==> config.mk <==
export PLATFORM = sky130hd
export DESIGN_NAME = uart_cmd_sequencer_flat
export DESIGN_NICKNAME = d
export VERILOG_FILES = /design/src/rtl/buff_uart_pkg.sv /design/src/rtl/uart_cmd_sequencer_if.sv /design/src/rtl/uart_cmd_sequencer.sv /design/src/flat_wrapper.sv
export SDC_FILE = /design/constraint.sdc
export NUM_CORES = 1
export LEC_CHECK = 0
export ABC_AREA = 1
export BUFFER_PORTS_ARGS = -buffer_cell sky130_fd_sc_hd__buf_2
export CORE_MARGIN = 2
export CORE_UTILIZATION = 40
export DETAILED_ROUTE_END_ITERATION = 16
export PLACE_DENSITY_LB_ADDON = 0.25
export SLEW_MARGIN = 30
export SYNTH_ARGS = -nofsm -noshare
export SYNTH_HDL_FRONTEND = slang
export SYNTH_SLANG_ARGS = --single-unit
==> constraint.sdc <==
create_clock -name clk -period 1.5 [get_ports clk]
set_input_delay 0.225 -clock clk [delete_from_list [all_inputs] [get_ports clk]]
set_output_delay 0.225 -clock clk [all_outputs]
set_load 0.005 [all_outputs]
==> src/rtl/buff_uart_pkg.sv <==
// Shared types for the UART command sequencer: command opcode encoding
// and the sequencer state enum, plus command-byte field positions.
package buff_uart_pkg;

    // Opcode in command byte bits [7:6]; the value 3 is not a member
    // and is rejected as an invalid opcode.
    typedef enum logic [1:0] {
        READ         = 2'd0,
        WRITE        = 2'd1,
        READ_N_WRITE = 2'd2
    } ADDRESSED_DIRECTION;

    typedef enum logic [2:0] {
        S_IDLE,
        S_GET_DATA,
        S_READ,
        S_CAPTURE,
        S_WRITE,
        S_SEND
    } seq_state_t;

    localparam int          CMD_OP_MSB = 7;
    localparam int          CMD_OP_LSB = 6;
    localparam logic [1:0]  OP_INVALID = 2'd3;

endpackage

==> src/rtl/uart_cmd_sequencer_if.sv <==
// Signal bundle between the sequencer, the UART rx/tx side and the
// addressable slaves. master = sequencer, slave = UART + slave fabric.
interface uart_cmd_sequencer_if #(
    parameter int address_width = 4,
    parameter int data_width    = 8
);
    logic [data_width-1:0]    rx_data;
    logic                     rx_valid;
    logic [data_width-1:0]    tx_data;
    logic                     tx_valid;
    logic                     tx_ready;
    logic [address_width-1:0] active_address;
    logic                     read_enable;
    logic                     write_enable;
    logic [data_width-1:0]    write_data;
    logic [data_width-1:0]    read_data;
    logic                     busy;
    logic                     error;

    modport master (
        input  rx_data, rx_valid, tx_ready, read_data,
        output tx_data, tx_valid, active_address,
        output read_enable, write_enable, write_data,
        output busy, error
    );

    modport slave (
        output rx_data, rx_valid, tx_ready, read_data,
        input  tx_data, tx_valid, active_address,
        input  read_enable, write_enable, write_data,
        input  busy, error
    );
endinterface

==> src/rtl/uart_cmd_sequencer.sv <==
// Decodes command bytes from a UART receiver into read/write strobes on a
// shared slave bus and returns read results toward the UART transmitter.
// Ports: clk, rst (async, active-high), bus (uart_cmd_sequencer_if.master):
//   rx_data/rx_valid in, tx_data/tx_valid out with tx_ready in,
//   active_address/read_enable/write_enable/write_data out, read_data in,
//   busy and error status out.
module uart_cmd_sequencer
    import buff_uart_pkg::*;
#(
    parameter int address_width = 4,
    parameter int data_width    = 8
) (
    input  logic                 clk,
    input  logic                 rst,
    uart_cmd_sequencer_if.master bus
);

    seq_state_t               state_q, state_d;
    ADDRESSED_DIRECTION       op_q;
    logic [address_width-1:0] addr_q;
    logic [data_width-1:0]    wdata_q;
    logic [data_width-1:0]    tx_q;
    logic                     err_q, err_d;

    logic [1:0] cmd_op;
    logic       op_ok;
    logic       busy_w;

    assign cmd_op = bus.rx_data[CMD_OP_MSB:CMD_OP_LSB];
    assign op_ok  = (cmd_op != OP_INVALID);

    // Outputs are pure decodes of the state register.
    assign busy_w = (state_q != S_IDLE) && (state_q != S_GET_DATA);

    always_ff @(posedge clk or posedge rst) begin
        if (rst) state_q <= S_IDLE;
        else     state_q <= state_d;
    end

    always_comb begin
        state_d = state_q;
        // Bytes arriving mid-operation are dropped and flagged.
        err_d   = bus.rx_valid && (busy_w || (state_q == S_IDLE && !op_ok));
        unique case (state_q)
            S_IDLE: begin
                if (bus.rx_valid && op_ok) begin
                    if (cmd_op == READ) state_d = S_READ;
                    else                state_d = S_GET_DATA;
                end
            end
            S_GET_DATA: begin
                if (bus.rx_valid) begin
                    if (op_q == WRITE) state_d = S_WRITE;
                    else               state_d = S_READ;
                end
            end
            S_READ:    state_d = S_CAPTURE;
            S_CAPTURE: begin
                if (op_q == READ) state_d = S_SEND;
                else              state_d = S_WRITE;
            end
            S_WRITE: begin
                if (op_q == WRITE) state_d = S_IDLE;
                else               state_d = S_SEND;
            end
            S_SEND: begin
                if (bus.tx_ready) state_d = S_IDLE;
            end
            default: state_d = S_IDLE;
        endcase
    end

    always_ff @(posedge clk or posedge rst) begin
        if (rst) begin
            op_q    <= READ;
            addr_q  <= '0;
            wdata_q <= '0;
            tx_q    <= '0;
            err_q   <= 1'b0;
        end else begin
            err_q <= err_d;
            if (state_q == S_IDLE && bus.rx_valid) begin
                addr_q <= bus.rx_data[address_width-1:0];
                if (op_ok) op_q <= ADDRESSED_DIRECTION'(cmd_op);
            end
            if (state_q == S_GET_DATA && bus.rx_valid)
                wdata_q <= bus.rx_data;
            // Slave read bus is valid the cycle after read_enable.
            if (state_q == S_CAPTURE)
                tx_q <= bus.read_data;
        end
    end

    assign bus.active_address = addr_q;
    assign bus.write_data     = wdata_q;
    assign bus.tx_data        = tx_q;
    assign bus.read_enable    = (state_q == S_READ);
    assign bus.write_enable   = (state_q == S_WRITE);
    assign bus.tx_valid       = (state_q == S_SEND);
    assign bus.busy           = busy_w;
    assign bus.error          = err_q;

endmodule

==> src/flat_wrapper.sv <==
// flat-port wrapper written by rule: the top's interface ports become plain ports
module uart_cmd_sequencer_flat import buff_uart_pkg::*;
#(
    parameter int address_width = 4,
    parameter int data_width    = 8
)
  (clk, rst, bus_rx_data, bus_rx_valid, bus_tx_ready, bus_read_data, bus_tx_data, bus_tx_valid, bus_active_address, bus_read_enable, bus_write_enable, bus_write_data, bus_busy, bus_error);
  uart_cmd_sequencer_if #(.address_width(address_width), .data_width(data_width)) bus_i ();
  input  logic clk;
  input  logic rst;
  input wire logic [$bits(bus_i.rx_data)-1:0] bus_rx_data;
  input wire logic [$bits(bus_i.rx_valid)-1:0] bus_rx_valid;
  input wire logic [$bits(bus_i.tx_ready)-1:0] bus_tx_ready;
  input wire logic [$bits(bus_i.read_data)-1:0] bus_read_data;
  output wire logic [$bits(bus_i.tx_data)-1:0] bus_tx_data;
  output wire logic [$bits(bus_i.tx_valid)-1:0] bus_tx_valid;
  output wire logic [$bits(bus_i.active_address)-1:0] bus_active_address;
  output wire logic [$bits(bus_i.read_enable)-1:0] bus_read_enable;
  output wire logic [$bits(bus_i.write_enable)-1:0] bus_write_enable;
  output wire logic [$bits(bus_i.write_data)-1:0] bus_write_data;
  output wire logic [$bits(bus_i.busy)-1:0] bus_busy;
  output wire logic [$bits(bus_i.error)-1:0] bus_error;
  assign bus_i.rx_data = bus_rx_data;
  assign bus_i.rx_valid = bus_rx_valid;
  assign bus_i.tx_ready = bus_tx_ready;
  assign bus_i.read_data = bus_read_data;
  assign bus_tx_data = bus_i.tx_data;
  assign bus_tx_valid = bus_i.tx_valid;
  assign bus_active_address = bus_i.active_address;
  assign bus_read_enable = bus_i.read_enable;
  assign bus_write_enable = bus_i.write_enable;
  assign bus_write_data = bus_i.write_data;
  assign bus_busy = bus_i.busy;
  assign bus_error = bus_i.error;
  uart_cmd_sequencer #(.address_width(address_width), .data_width(data_width)) u_core (.clk(clk), .rst(rst), .bus(bus_i));
endmodule
======== After elaboration in Yosys (flattened, before gate mapping) ========
Cells that the tools add are included.
operators by class
  order comparisons ....................... 0
  shift operators ......................... 0
  $mul .................................... 0
  add/subtract/negate cells ............... 0
  div/mod/pow operators ................... 0
  mux-type cells .......................... 8
  equality and inequality tests ........... 11
  reductions and logical operators ........ 14
  bitwise logic cells ..................... 0
operators by type and width
  operator                                                          number
  3-bit one-hot mux with 6 select lines                             1
  3-bit 2-to-1 mux                                                  5
  3-bit by 2-bit == test with 1-bit output (second input constant)  2
  3-bit == test (second input constant)                             2
  1-bit logical AND                                                 6
  2-bit != test (second input constant)                             3
  2-bit logical NOT                                                 2
  3-bit by 1-bit == test with 1-bit output (second input constant)  1
  3-bit logical NOT                                                 1
  3-bit by 1-bit != test with 1-bit output (second input constant)  1
  3-bit AND reduction                                               1
  3-bit nonzero test                                                1
  2-bit by 1-bit == test with 1-bit output (second input constant)  1
  2-bit 2-to-1 mux                                                  1
  2-bit by 1-bit != test with 1-bit output (second input constant)  1
  2-bit AND reduction                                               1
  1-bit logical NOT                                                 1
  1-bit logical OR                                                  1
  1-bit 2-to-1 mux                                                  1
storage, ports and cells
  latch bits .............................. 0
  ROM bits ................................ 0
  logic and storage cells ................. 39
  RAM bits ................................ 0
  flip-flop bits (word level) ............. 26
  input port bits ......................... 20
  output and inout port bits .............. 25
  memories ................................ 0

======== Depth between registers and ports, before layout ========
Gate-level depths: netlist (run 1).
  word-level depth ........................ 5
  mapped depth ............................ 8

======== Worst setup path before layout (run 1) ========
Ideal clock, no wire load.
  path type ............................... reg2reg
  start ................................... register u_core.state_q[1]
  end ..................................... register u_core.wdata_q[0], in the netlist u_core.bus.write_data[0]
  path buffers ............................ 1
  cell stages (with the launch flop) ...... 8
  arrival ................................. 1004 ps
  setup slack ............................. 378 ps
  required time ........................... 1383 ps
  path through ............................ dfrtp_1 inv_2 nand2_2 nor2_4 nand2_2 buf_6 nand2_1 o21ai_2
on the way
  longest elaborated chain between the ends .. 2
ends and longest elaborated chain
  what                                      line                      RTL
  from (decl)                               uart_cmd_sequencer.sv:18  seq_state_t state_q, state_d;
  from (signal assigned)                    uart_cmd_sequencer.sv:37  else state_q <= state_d;
  3-bit by 1-bit == test with 1-bit output  uart_cmd_sequencer.sv:86  if (state_q == S_GET_DATA && bus.rx_valid)
  1-bit logical AND                         uart_cmd_sequencer.sv:86
  to (signal assigned)                      uart_cmd_sequencer.sv:87  wdata_q <= bus.rx_data;
  to (decl)                                 uart_cmd_sequencer.sv:21  logic [data_width-1:0] wdata_q;
Every way passes these cells.
A chain may end at the register's enable or synchronous reset.

======== Final worst setup path (run 1) ========
  start ................................... register u_core.state_q[1]
  end ..................................... output bus_busy
on the way
  longest elaborated chain between the ends .. 2
  elaborated cells between the ends (all ways) .. 3
  classes of those cells .................. eq/ne: 1; reduce/logical: 2
ends and longest elaborated chain
  what                                                                                   line                      RTL
  3-bit by 1-bit != test with 1-bit output / 3-bit nonzero test (equally long branches)  uart_cmd_sequencer.sv:33  assign busy_w = (state_q != S_IDLE) && (state_q != S_GET_DATA);
  1-bit logical AND *                                                                    uart_cmd_sequencer.sv:33
  to (decl)                                                                              flat_wrapper.sv:21        output wire logic [$bits(bus_i.busy)-1:0] bus_busy;
Mark *: on every way between the ends. The rest lies on a longest branch, timed or not.

==> results.txt, run 1 <==
----------------------------------------------------
[Yosys]
  Largest cells by area after synthesis ... sky130_fd_sc_hd__dfrtp_1, sky130_fd_sc_hd__nand2_1, sky130_fd_sc_hd__nand3_1
  Cell Area, Synth ... 1220 um2
  Synthesized flop and latch total ... 26
  Share of synthesized area occupied by flip-flops and latches ... 0.534
  Synth unique cells ... 16
  Synth Instances ... ~140
  Avg Inst Size Synth ... 8.52 um2
  Leading area contributor after synthesis ... sky130_fd_sc_hd__dfrtp_1
  Area share of the leading cell type in the synthesized netlist ... 0.534
  Syn. warnings ... 0
  Net count after synthesis ... about 160

[Run]
  Max-cap viol count ... 0

[Placed design]
  Count of port buffers added during placement ... 44
  Dpl hpwl ... slightly below 2 mm
  Final weighted congestion of routability-driven global placement ... 0.834
  Post-placement cell count ... 220

[Clocking]
  Num Clock Sinks ... 26
  Cell at the root of the clock tree ... sky130_fd_sc_hd__clkbuf_4
  Clock buffers created by TritonCTS ... 3
  CTS tree ... done
  CTS Buffer Depth ... 2
  Clock-pin slew reported for the worst setup and hold paths after clock tree synthesis ... 0.13 ns
  H-tree depth reported by CTS ... 1
  Worst-Skew Late Latency ... 0.32 ns

[Hold path]
  Hold path startpoint ... bus_read_data[7]
  Type of the worst min-delay path ... in2reg

[Setup path]
  Start point of the critical path ... u_core.state_q[1]$_DFFE_PP0P_
  Most repeated library cell on the critical path ... sky130_fd_sc_hd__inv_2
  Crit-path max cell delay ... between 0.4 and 0.5 ns
  Kind of critical path ... reg2out
  Crit. End Element ... output pin
  RR Startpoint ... u_core.state_q[1]$_DFFE_PP0P_
  Critical path, cell by cell ... inv_2 -> nand2_4 -> nor2_4 -> inv_2 -> nand2_2 -> inv_2 -> buf_2
  Buf/Inv on CP ... 4
  CP arrival ... roughly 1.3 ns
  Slowest CP cell ... sky130_fd_sc_hd__dfrtp_1
  Crit path max fanout ... 3
  Cell type group with the largest total delay on the critical path ... flip-flops
  Startpoint type of the worst setup path ... register
  WP data required ... 1.27 ns

[Drt]
  Routed wire length ... around 2.7 mm
  Post-DR wirelength/cell ... 11.5 um
  Iteration-0 DRC count of the detailed router ... 39
  Antenna-violating nets left ... 0
  Vias per inst ... 4.85
  Final routed DRC violation total ... 0
  Total number of vias ... 1125
  Pre-antenna DRT Iters ... 4

[Global routing]
  Maximum number of pins on one net before global-route repair ... 19
  Initial antenna violation count ... 0
  Remaining global-route overflow ... 0
  All-Layer GR Usage ... 0.162
  Vias in the first global route ... 1015
  Wire length of the first global-routing pass ... around 4.3 mm

[Power and ir drop]
  Total power divided by cell area ... 1930 nW/um2
  Maximum vdd ir drop ... 0.000816 V
  Leakage component of the power ... 0.918 nW
  Power Total ... approximately 3.1 mW

[Timing]
  Tmin final ... about 1.5 ns
  Setup repair after global routing missed its margin ... yes
  Rel. slew slack ... 0.778
  Worst setup margin ... -0.00191 ns
  Final hold violation count ... 0
  Final count of pins violating max slew ... 0
  Count of final setup violators ... 2
  Slew at the pin with the worst max-slew slack ... 0.333 ns
  Highest clock frequency the design can meet ... around 670 MHz
  Worst clock skew on the final layout ... 0.00780 ns
  Part of the cycle the worst path needs ... 1.00

[Cells and area]
  Number of diodes ... 0
  Register area ... 652 um2
  Multi-input logic area ... 497 um2
  Share of layout cells above drive strength 1 ... 0.422
  Final #Nets ... 221
  Synth-to-layout area growth ... 30.4%
  Number of standard cells in the final layout excluding fillers ... 232
  Filler cell count ... 274
  Final core utilization ... 0.534
  Most used cells in the layout excluding fill and tap cells ... sky130_fd_sc_hd__nand2_1, sky130_fd_sc_hd__buf_2, sky130_fd_sc_hd__dfrtp_1

[Die]
  Full die area ... 3500 um2
  Placement row count ... 20
  Placeable core region ... 2980 um2
  Die extent in y ... 59.2 um
  Die outline width ... 59.2 um
  # IOs ... 45
  Initial cell density of the core ... 0.409

[Run status]
  Run status ... complete, but fails checks
  Violations in the final reports ... setup timing

----------------------------------------------------
-- metal layers --
metal	wire length, um	vias to the layer above	GRT usage
met5	0	-	0
met4	74	0	0.104
met3	175	7	0.0284
met2	1240	49	0.275
met1	1170	508	0.188
li1	-	561	-
-- stage by stage --
stage	hold WS [ns]	cell area [um2]	worst slack (ns)	TNS, ns
finish	0.123	1590	-0.00191	-0.00303
global route	0.107	1590	-0.0784	-0.213
CTS	0.118	1530	-0.0209	-0.0318
detailed placement	0.197	1470	0.223	0
global placement	0.189	1470	0.265	0
floorplan	0.265	1220	0.378	0
-- power breakdown --
part           switching (mW)  internal (mW)
sequential              0.188           1.03
clock                   0.192         0.0943
combinational           0.866          0.703
-- cell usage after synthesis --
library cell / n
sky130_fd_sc_hd__dfrtp_1: 26
sky130_fd_sc_hd__nand2_2: 5
sky130_fd_sc_hd__o21ai_0: 7
sky130_fd_sc_hd__buf_4: 1
sky130_fd_sc_hd__nor2_4: 3
sky130_fd_sc_hd__o21bai_1: 1
sky130_fd_sc_hd__a21oi_1: 2
sky130_fd_sc_hd__a21oi_2: 1
sky130_fd_sc_hd__nor2_1: 7
sky130_fd_sc_hd__buf_6: 2
sky130_fd_sc_hd__nand3_1: 18
sky130_fd_sc_hd__nor2_2: 1
sky130_fd_sc_hd__inv_1: 13
sky130_fd_sc_hd__nand2_1: 46
sky130_fd_sc_hd__inv_2: 4
sky130_fd_sc_hd__o21ai_2: 6
-- timing repair --
item | 4_1_cts | 5_1_grt
setup buffers | 3 | 5
setup endpoints to repair | 2 | 4
gates resized for setup | 2 | 7
hold buffers | 1 | 0
pin swaps | 1 | 3
endpoints found under the hold margin | 8 | 0
-- cells by family after synthesis --
family,Yosys count,synth area share
simple gates,80,0.296
compound gates,17,0.0934
flops,26,0.534
buf+inv,20,0.0770
-- area by class of cell --
cell class                      instances  share of cell area
Inverter                               17              0.0402
Multi-Input combinational cell         97               0.313
Timing Repair Buffer                   56               0.197
Clock buffer                            3              0.0142
Tap cell                               33              0.0260
Sequential cell                        26               0.410
-- path summary, 6_finish.rpt --
| check | to | slack [ns] | cells after the start |
|---|---|---|---|
| worst max-delay path | bus_busy | -0.002 | 7 |
| worst min-delay path | u_core.bus.tx_data[7]$_DFFE_PP0N_ | 0.12 | 3 |
| worst max register to register | u_core.op_q[1]$_DFFE_PP0P_ | 0.18 | 8 |
| worst min register to register | u_core.bus.tx_data[7]$_DFFE_PP0N_ | 0.48 | 2 |
| max in group asynchronous | u_core.state_q[2]$_DFFE_PP0P_ | 0.56 | 4 |
| min in group asynchronous | u_core.bus.tx_data[3]$_DFFE_PP0N_ | 0.38 | 3 |
-- state kept, by name, summed over array words and instances, names as in the netlist --
name	flops
u_core.bus.active_address	4
u_core.bus.error	1
u_core.bus.tx_data	8
u_core.bus.write_data	8
u_core.op_q	2
u_core.state_q	3
-- worst reg2reg max path: stages, from the launching register on --
cell and delay [ns]:
sky130_fd_sc_hd__dfrtp_1 0.44, sky130_fd_sc_hd__inv_2 0.12, sky130_fd_sc_hd__nand2_4 0.07, sky130_fd_sc_hd__nor2_4 0.09
sky130_fd_sc_hd__buf_4 0.12, sky130_fd_sc_hd__buf_4 0.12, sky130_fd_sc_hd__nand3_1 0.11, sky130_fd_sc_hd__nand2_1 0.08
sky130_fd_sc_hd__o21ai_0 0.07
No activity file was read; power rests on OpenSTA's default activity.
==> run 2: changes to the inputs <==
Settings changed: REMOVE_ABC_BUFFERS set to 1.
==> run 2 against run 1 <==
Net effect:
- the flow still finishes with violations (setup timing)
- sequential share of layout area shrank 0.22 points
- count of clock-buffer cells in the layout is the same
- setup slack lost 0.037 ns
- global-route usage shrank 0.69 points
- die area is the same
- largest cell class unchanged
- highest routed layer unchanged
==> results.txt, run 2 (synthesis gave the netlist of run 1 again) <==
----------------------------------------------------
[Run status]
  Run status ... complete, but fails checks
  Violations in the final reports ... setup timing

[Hold path]
  Type of the worst min-delay path ... in2reg

[Timing]
  Setup repair after global routing missed its margin ... yes
  Slew at the pin with the worst max-slew slack ... 0.325 ns (-0.00791 ns)
  Worst clock skew on the final layout ... 0.0154 ns (+0.00765 ns)
  Part of the cycle the worst path needs ... 1.03 (+0.0244)
  Final hold violation count ... 0 (unchanged)
  Rel. slew slack ... 0.783 (+0.00552)
  Count of final setup violators ... 2 (unchanged)
  Aggregate negative setup slack ... -0.0463 ns (-0.0433 ns)
  Worst setup margin ... -0.0386 ns (-0.0367 ns)
  Worst hold margin ... 0.132 ns (+0.00842 ns)
  Final count of pins violating max slew ... 0 (unchanged)
  Highest clock frequency the design can meet ... 650 MHz (-2.4%)
  Tmin final ... 1.54 ns (+0.0367 ns)

[Die]
  Placeable core region ... 2980 um2 (unchanged)
  Placement row count ... 20 (unchanged)
  Die extent in y ... 59.2 um (unchanged)
  Full die area ... 3500 um2 (unchanged)
  Die outline width ... 59.2 um (unchanged)
  Initial cell density of the core ... 0.409 (unchanged)
  # IOs ... 45 (unchanged)

[Clocking]
  CTS Buffer Depth ... 2 (unchanged)
  Worst-Skew Late Latency ... 0.32 ns (about the same)
  CTS tree ... done
  Clock-pin slew reported for the worst setup and hold paths after clock tree synthesis ... 0.15 ns (+0.02 ns)
  Clock buffers created by TritonCTS ... 3 (unchanged)
  H-tree depth reported by CTS ... 1 (unchanged)
  Cell at the root of the clock tree ... sky130_fd_sc_hd__clkbuf_4
  Num Clock Sinks ... 26 (unchanged)

[Setup path]
  Crit. End Element ... output pin
  Kind of critical path ... reg2out
  CP arrival ... 1.31 ns (+0.03 ns)
  Crit path max fanout ... 3 (unchanged)
  Startpoint type of the worst setup path ... register
  WP data required ... 1.27 ns (about the same)

[Drt]
  Antenna-violating nets left ... 0 (unchanged)
  Routed wire length ... 2.61 mm (-1.7%)
  Iteration-0 DRC count of the detailed router ... 41 (+5.1%)
  Pre-antenna DRT Iters ... 4 (unchanged)
  Final routed DRC violation total ... 0 (unchanged)
  Post-DR wirelength/cell ... 11.4 um (-0.80%)
  Total number of vias ... 1078 (-4.2%)
  Vias per inst ... 4.69 (-3.3%)

[Run]
  Max-cap viol count ... 0 (unchanged)

[Global routing]
  Initial antenna violation count ... 0 (unchanged)
  All-Layer GR Usage ... 0.155 (-0.00687)
  Vias in the first global route ... 958 (-5.6%)
  Remaining global-route overflow ... 0 (unchanged)
  Maximum number of pins on one net before global-route repair ... 27 (+8)
  Wire length of the first global-routing pass ... 4.11 mm (-3.2%)

[Power and ir drop]
  Clock group share of total power ... 0.150 (+0.057)
  NetSw ... 1.23 mW (-1.0%)
  Internal cell power ... 1.95 mW (+6.7%)
  Maximum vdd ir drop ... 0.000769 V (-5.8%)
  Combinational fraction of design power ... 0.470 (-0.041)
  Sequential share of power ... 0.380 (-0.016)
  Net switching share of the total power ... 0.388 (-0.0179)
  Total power divided by cell area ... 1990 nW/um2 (+3.0%)
  Power Total ... 3.18 mW (+3.6%)
  Leakage component of the power ... 0.915 nW (-0.31%)

[Cells and area]
  Synth-to-layout area growth ... 31.1%
  Final #Nets ... 218 (-1.4%)
  Share of layout cells above drive strength 1 ... 0.401 (-0.0211)
  Most used cells in the layout excluding fill and tap cells ... sky130_fd_sc_hd__nand2_1, sky130_fd_sc_hd__buf_2, sky130_fd_sc_hd__dfrtp_1
  Final non-filler cell area ... 1600 um2 (+0.55%)
  Number of diodes ... 0 (unchanged)
  Filler cell count ... 288 (+5.1%)

[Placed design]
  Final weighted congestion of routability-driven global placement ... 0.926 (+11%)
  Worst setup timing slack at the placement stage ... 0.212 ns (-0.0111 ns)
  Count of port buffers added during placement ... 44 (unchanged)
  Placed cell area ... 1470 um2 (unchanged)
  Dpl hpwl ... 2.01 mm (+2.4%)

----------------------------------------------------
## run 2: changes by cell type in the layout (fill, tap and decap cells not counted), moves of 2 or more
| cell | before | now |
|---|---|---|
| sky130_fd_sc_hd__buf_4 | 11 | 7 |
| sky130_fd_sc_hd__inv_2 | 6 | 4 |
| sky130_fd_sc_hd__nor2_2 | 2 | 0 |
| sky130_fd_sc_hd__inv_1 | 11 | 13 |
## run 2: routing by layer
metal | wire (um) | track usage
met3 | 102 | 0.0284
met1 | 1150 | 0.197
met2 | 1340 | 0.254
met5 | 0 | 0
met4 | 19 | 0.0747
## run 2: repair_timing
action	4_1_cts	5_1_grt
pin swaps	1	3
setup endpoints to repair	2	3
hold buffers	1	0
gates resized for setup	3	4
buffers inserted	3	2
endpoints found under the hold margin	26	0
## run 2: power by group through the flow
stage	combinational, mW	clock (mW)	sequential [mW]
2_1_floorplan	0.763	0	1.27
3_3_place_gp	1.32	0	1.23
3_5_place_dp	1.35	0	1.24
4_1_cts	1.45	0.489	1.21
5_1_grt	1.69	0.515	1.24
6_report	1.50	0.477	1.21
## run 2: final cells by class
type | instances | area [um2] | share of cell area
multi-input combinational | 97 | 494 | 0.309
timing repair buffer | 53 | 294 | 0.184
clock inverter | 1 | 30.0 | 0.0188
inverter | 17 | 63.8 | 0.0399
clock buffer | 3 | 22.5 | 0.0141
sequential | 26 | 652 | 0.408
tap | 33 | 41.3 | 0.0258
## run 2: critical path: stages (launching register included)
cell	delay, ns
sky130_fd_sc_hd__dfrtp_1	0.44
sky130_fd_sc_hd__inv_2	0.13
sky130_fd_sc_hd__nand2_4	0.07
sky130_fd_sc_hd__nor2_4	0.08
sky130_fd_sc_hd__inv_1	0.05
sky130_fd_sc_hd__nand2_2	0.06
sky130_fd_sc_hd__inv_1	0.04
sky130_fd_sc_hd__buf_2	0.11
## run 2: worst paths after layout
path | start | end | slack [ns] | cells after the start
min reg2reg | u_core.bus.tx_data[3]$_DFFE_PP0N_ | u_core.bus.tx_data[3]$_DFFE_PP0N_ | 0.49 | 2
min | bus_rx_data[4] | u_core.bus.write_data[4]$_DFFE_PP0P_ | 0.13 | 3
max | u_core.state_q[1]$_DFFE_PP0P_ | bus_busy | -0.04 | 7
max reg2reg | u_core.state_q[1]$_DFFE_PP0P_ | u_core.bus.write_data[6]$_DFFE_PP0P_ | 0.13 | 7
max in group asynchronous | rst | u_core.state_q[2]$_DFFE_PP0P_ | 0.77 | 4
min in group asynchronous | rst | u_core.bus.write_data[3]$_DFFE_PP0P_ | 0.47 | 4
## run 2: through the flow
step	utilization	instances
floorplan	-	140
global placement	0.495	220
detailed placement	0.495	220
CTS	0.525	228
global route	0.537	230
finish	0.537	230
==> run 3: changes to the inputs <==
Settings changed: CORE_ASPECT_RATIO set to 0.75, GPL_TIMING_DRIVEN set to 0, PLACE_DENSITY set to 0.79, PLACE_DENSITY_LB_ADDON 0.25 to unset.
==> run 3 against run 2 <==
Net effect:
- the flow finishes with violations (hold timing)
- combinational power about the same
- routed wire length decreased by 0.15%
- sequential share of layout area increased by 0.83 points
- core utilization increased by 0.19 points
- global-route usage increased by 0.51 points
- largest cell class unchanged
==> results.txt, run 3 (synthesis gave the netlist of run 1 again) <==
----------------------------------------------------
[Global routing]
  Maximum number of pins on one net before global-route repair ... 27 (unchanged)
  Initial antenna violation count ... 0 (unchanged)
  Vias in the first global route ... 966 (+0.84%)
  Remaining global-route overflow ... 0 (unchanged)
  All-Layer GR Usage ... 0.161 (+0.00509)
  Wire length of the first global-routing pass ... 4.22 mm (+2.7%)

[Timing]
  Part of the cycle the worst path needs ... 0.974 (-0.0513)
  Worst clock skew on the final layout ... 0.00859 ns (-0.00686 ns)
  Highest clock frequency the design can meet ... 684 MHz (+5.3%)
  Final count of pins violating max slew ... 0 (unchanged)
  Tmin final ... 1.46 ns (-0.0769 ns)
  Slew at the pin with the worst max-slew slack ... 0.516 ns (+0.191 ns)
  Final hold violation count ... 26 (+26)
  Worst hold margin ... -0.0164 ns (-0.148 ns)
  Rel. slew slack ... 0.656 (-0.128)
  Setup repair after global routing missed its margin ... yes
  Count of final setup violators ... 0 (-2)

[Clocking]
  CTS tree ... done
  H-tree depth reported by CTS ... 1 (unchanged)
  CTS hold repair buffers ... 0 (-1)
  Clock buffers created by TritonCTS ... 3 (unchanged)
  Clock-pin slew reported for the worst setup and hold paths after clock tree synthesis ... 0.09 ns (-0.06 ns)
  Num Clock Sinks ... 26 (unchanged)
  CTS Buffer Depth ... 2 (unchanged)
  Worst-Skew Late Latency ... 0.26 ns (-0.06 ns)
  Cell at the root of the clock tree ... sky130_fd_sc_hd__clkbuf_8

[Drt]
  Total number of vias ... 1083 (+0.46%)
  Final routed DRC violation total ... 0 (unchanged)
  Vias per inst ... 4.69 (about the same)
  Pre-antenna DRT Iters ... 4 (unchanged)
  Antenna-violating nets left ... 0 (unchanged)
  Routed wire length ... 2.61 mm (-0.15%)
  Iteration-0 DRC count of the detailed router ... 31 (-24%)
  Post-DR wirelength/cell ... 11.3 um (-0.59%)

[Cells and area]
  Filler cell count ... 271 (-5.9%)
  Final #Nets ... 214 (-1.8%)
  Number of standard cells in the final layout excluding fillers ... 231 (+0.43%)
  Share of layout cells above drive strength 1 ... 0.420 (+0.0187)
  Number of diodes ... 0 (unchanged)
  Most used cells in the layout excluding fill and tap cells ... sky130_fd_sc_hd__nand2_1, sky130_fd_sc_hd__buf_2, sky130_fd_sc_hd__dfrtp_1
  Synth-to-layout area growth ... 28.7%
  Final non-filler cell area ... 1570 um2 (-1.8%)

[Setup path]
  WP data required ... 1.27 ns (about the same)
  Crit path max fanout ... 3 (unchanged)
  Capturing point of the worst reg2reg path ... u_core.op_q[0]$_DFFE_PP0P_
  RR Startpoint ... u_core.state_q[1]$_DFFE_PP0P_
  Number of cell instances on the worst register-to-register path ... 8 (+1)
  Start point of the critical path ... u_core.state_q[1]$_DFFE_PP0P_
  Kind of critical path ... reg2out
  Crit. End Element ... output pin
  Register-to-Register Setup Slack ... 0.12 ns (about the same)
  CP arrival ... 1.24 ns (-0.07 ns)
  Startpoint type of the worst setup path ... register

[Die]
  Full die area ... 3510 um2 (+0.13%)
  # IOs ... 45 (unchanged)
  Die extent in y ... 51.8 um (-12%)
  Initial cell density of the core ... 0.418 (+0.00896)
  Placeable core region ... 2910 um2 (-2.1%)
  Die outline width ... 67.7 um (+14%)
  Placement row count ... 17 (-15%)

[Power and ir drop]
  Maximum vdd ir drop ... 0.00100 V (+30%)
  Total power divided by cell area ... 1990 nW/um2 (+0.18%)
  Leakage component of the power ... 0.887 nW (-3.1%)

[Placed design]
  Count of port buffers added during placement ... 44 (unchanged)
  Post-placement cell count ... 222 (+0.91%)
  Final weighted congestion of routability-driven global placement ... 0.855 (-7.6%)
  Dpl hpwl ... 1.88 mm (-6.7%)
  Placed cell area ... 1460 um2 (-1.1%)

[Run]
  Max-cap viol count ... 0 (unchanged)

[Run status]
  Run status ... complete, but fails checks
  Violations in the final reports ... hold timing

[Hold path]
  Type of the worst min-delay path ... in2async

----------------------------------------------------
[run 3: cell types whose count changed in the layout (fill, tap and decap cells not counted), sizes merged]
cell,change
clkbuf,+1
dlygate4sd3,-1
buf,-3
bufinv,-1
[run 3: worst max path at each step]
stage	slack (ns)	end
floorplan	0.24	u_core.bus.write_data[0]$_DFFE_PP0P_
detailed placement	0.04	u_core.state_q[2]$_DFFE_PP0P_
global placement	0.05	u_core.bus.write_data[6]$_DFFE_PP0P_
global route	-0.01	bus_busy
CTS	0.02	bus_busy
finish	0.04	bus_busy
[run 3: power by group]
| group | switching, mW | internal (mW) | leakage (nW) |
|---|---|---|---|
| combinational | 0.843 | 0.628 | 0.537 |
| clock | 0.197 | 0.234 | 0.0288 |
| sequential | 0.193 | 1.03 | 0.321 |
| total | 1.23 | 1.89 | 0.887 |
[run 3: what timing repair did]
| action | CTS | global route |
|---|---|---|
| setup endpoints to repair | 3 | 1 |
| cloned | 0 | 0 |
| gates resized for setup | 4 | 5 |
| pin swaps | 2 | 2 |
| setup buffers | 3 | 2 |
[run 3: cell type report]
cell class                      instances  area, um2  share of cell area
Multi-Input combinational cell         97        492               0.313
Clock buffer                            4       55.1              0.0351
Timing Repair Buffer                   49        258               0.164
Inverter                               17       63.8              0.0407
Sequential cell                        26        653               0.416
Tap cell                               38       47.5              0.0303
[run 3: through the flow]
step,setup TNS (ns),setup WS (ns),utilization,power [mW]
2_1_floorplan,0,0.239,-,2.04
3_3_place_gp,0,0.0469,0.500,2.50
3_5_place_dp,0,0.0385,0.500,2.54
4_1_cts,0,0.0249,0.530,3.08
5_1_grt,-0.0146,-0.0146,0.538,3.42
6_report,0,0.0383,0.538,3.13
[run 3: worst max-delay path, cell delays in order, from the launching register on]
cell and delay (ns):
sky130_fd_sc_hd__dfrtp_1 0.43, sky130_fd_sc_hd__inv_2 0.13, sky130_fd_sc_hd__nand2_4 0.07, sky130_fd_sc_hd__nor2_4 0.10
sky130_fd_sc_hd__inv_2 0.04, sky130_fd_sc_hd__nand2_2 0.06, sky130_fd_sc_hd__inv_2 0.03, sky130_fd_sc_hd__buf_2 0.11
[run 3: per-layer routing]
| layer | track usage | up-vias | routed length [um] |
|---|---|---|---|
| met4 | 0.0306 | 0 | 7 |
| met2 | 0.247 | 31 | 1170 |
| li1 | - | 551 | - |
| met5 | 0 | - | 0 |
| met1 | 0.224 | 499 | 1250 |
| met3 | 0.0498 | 2 | 188 |
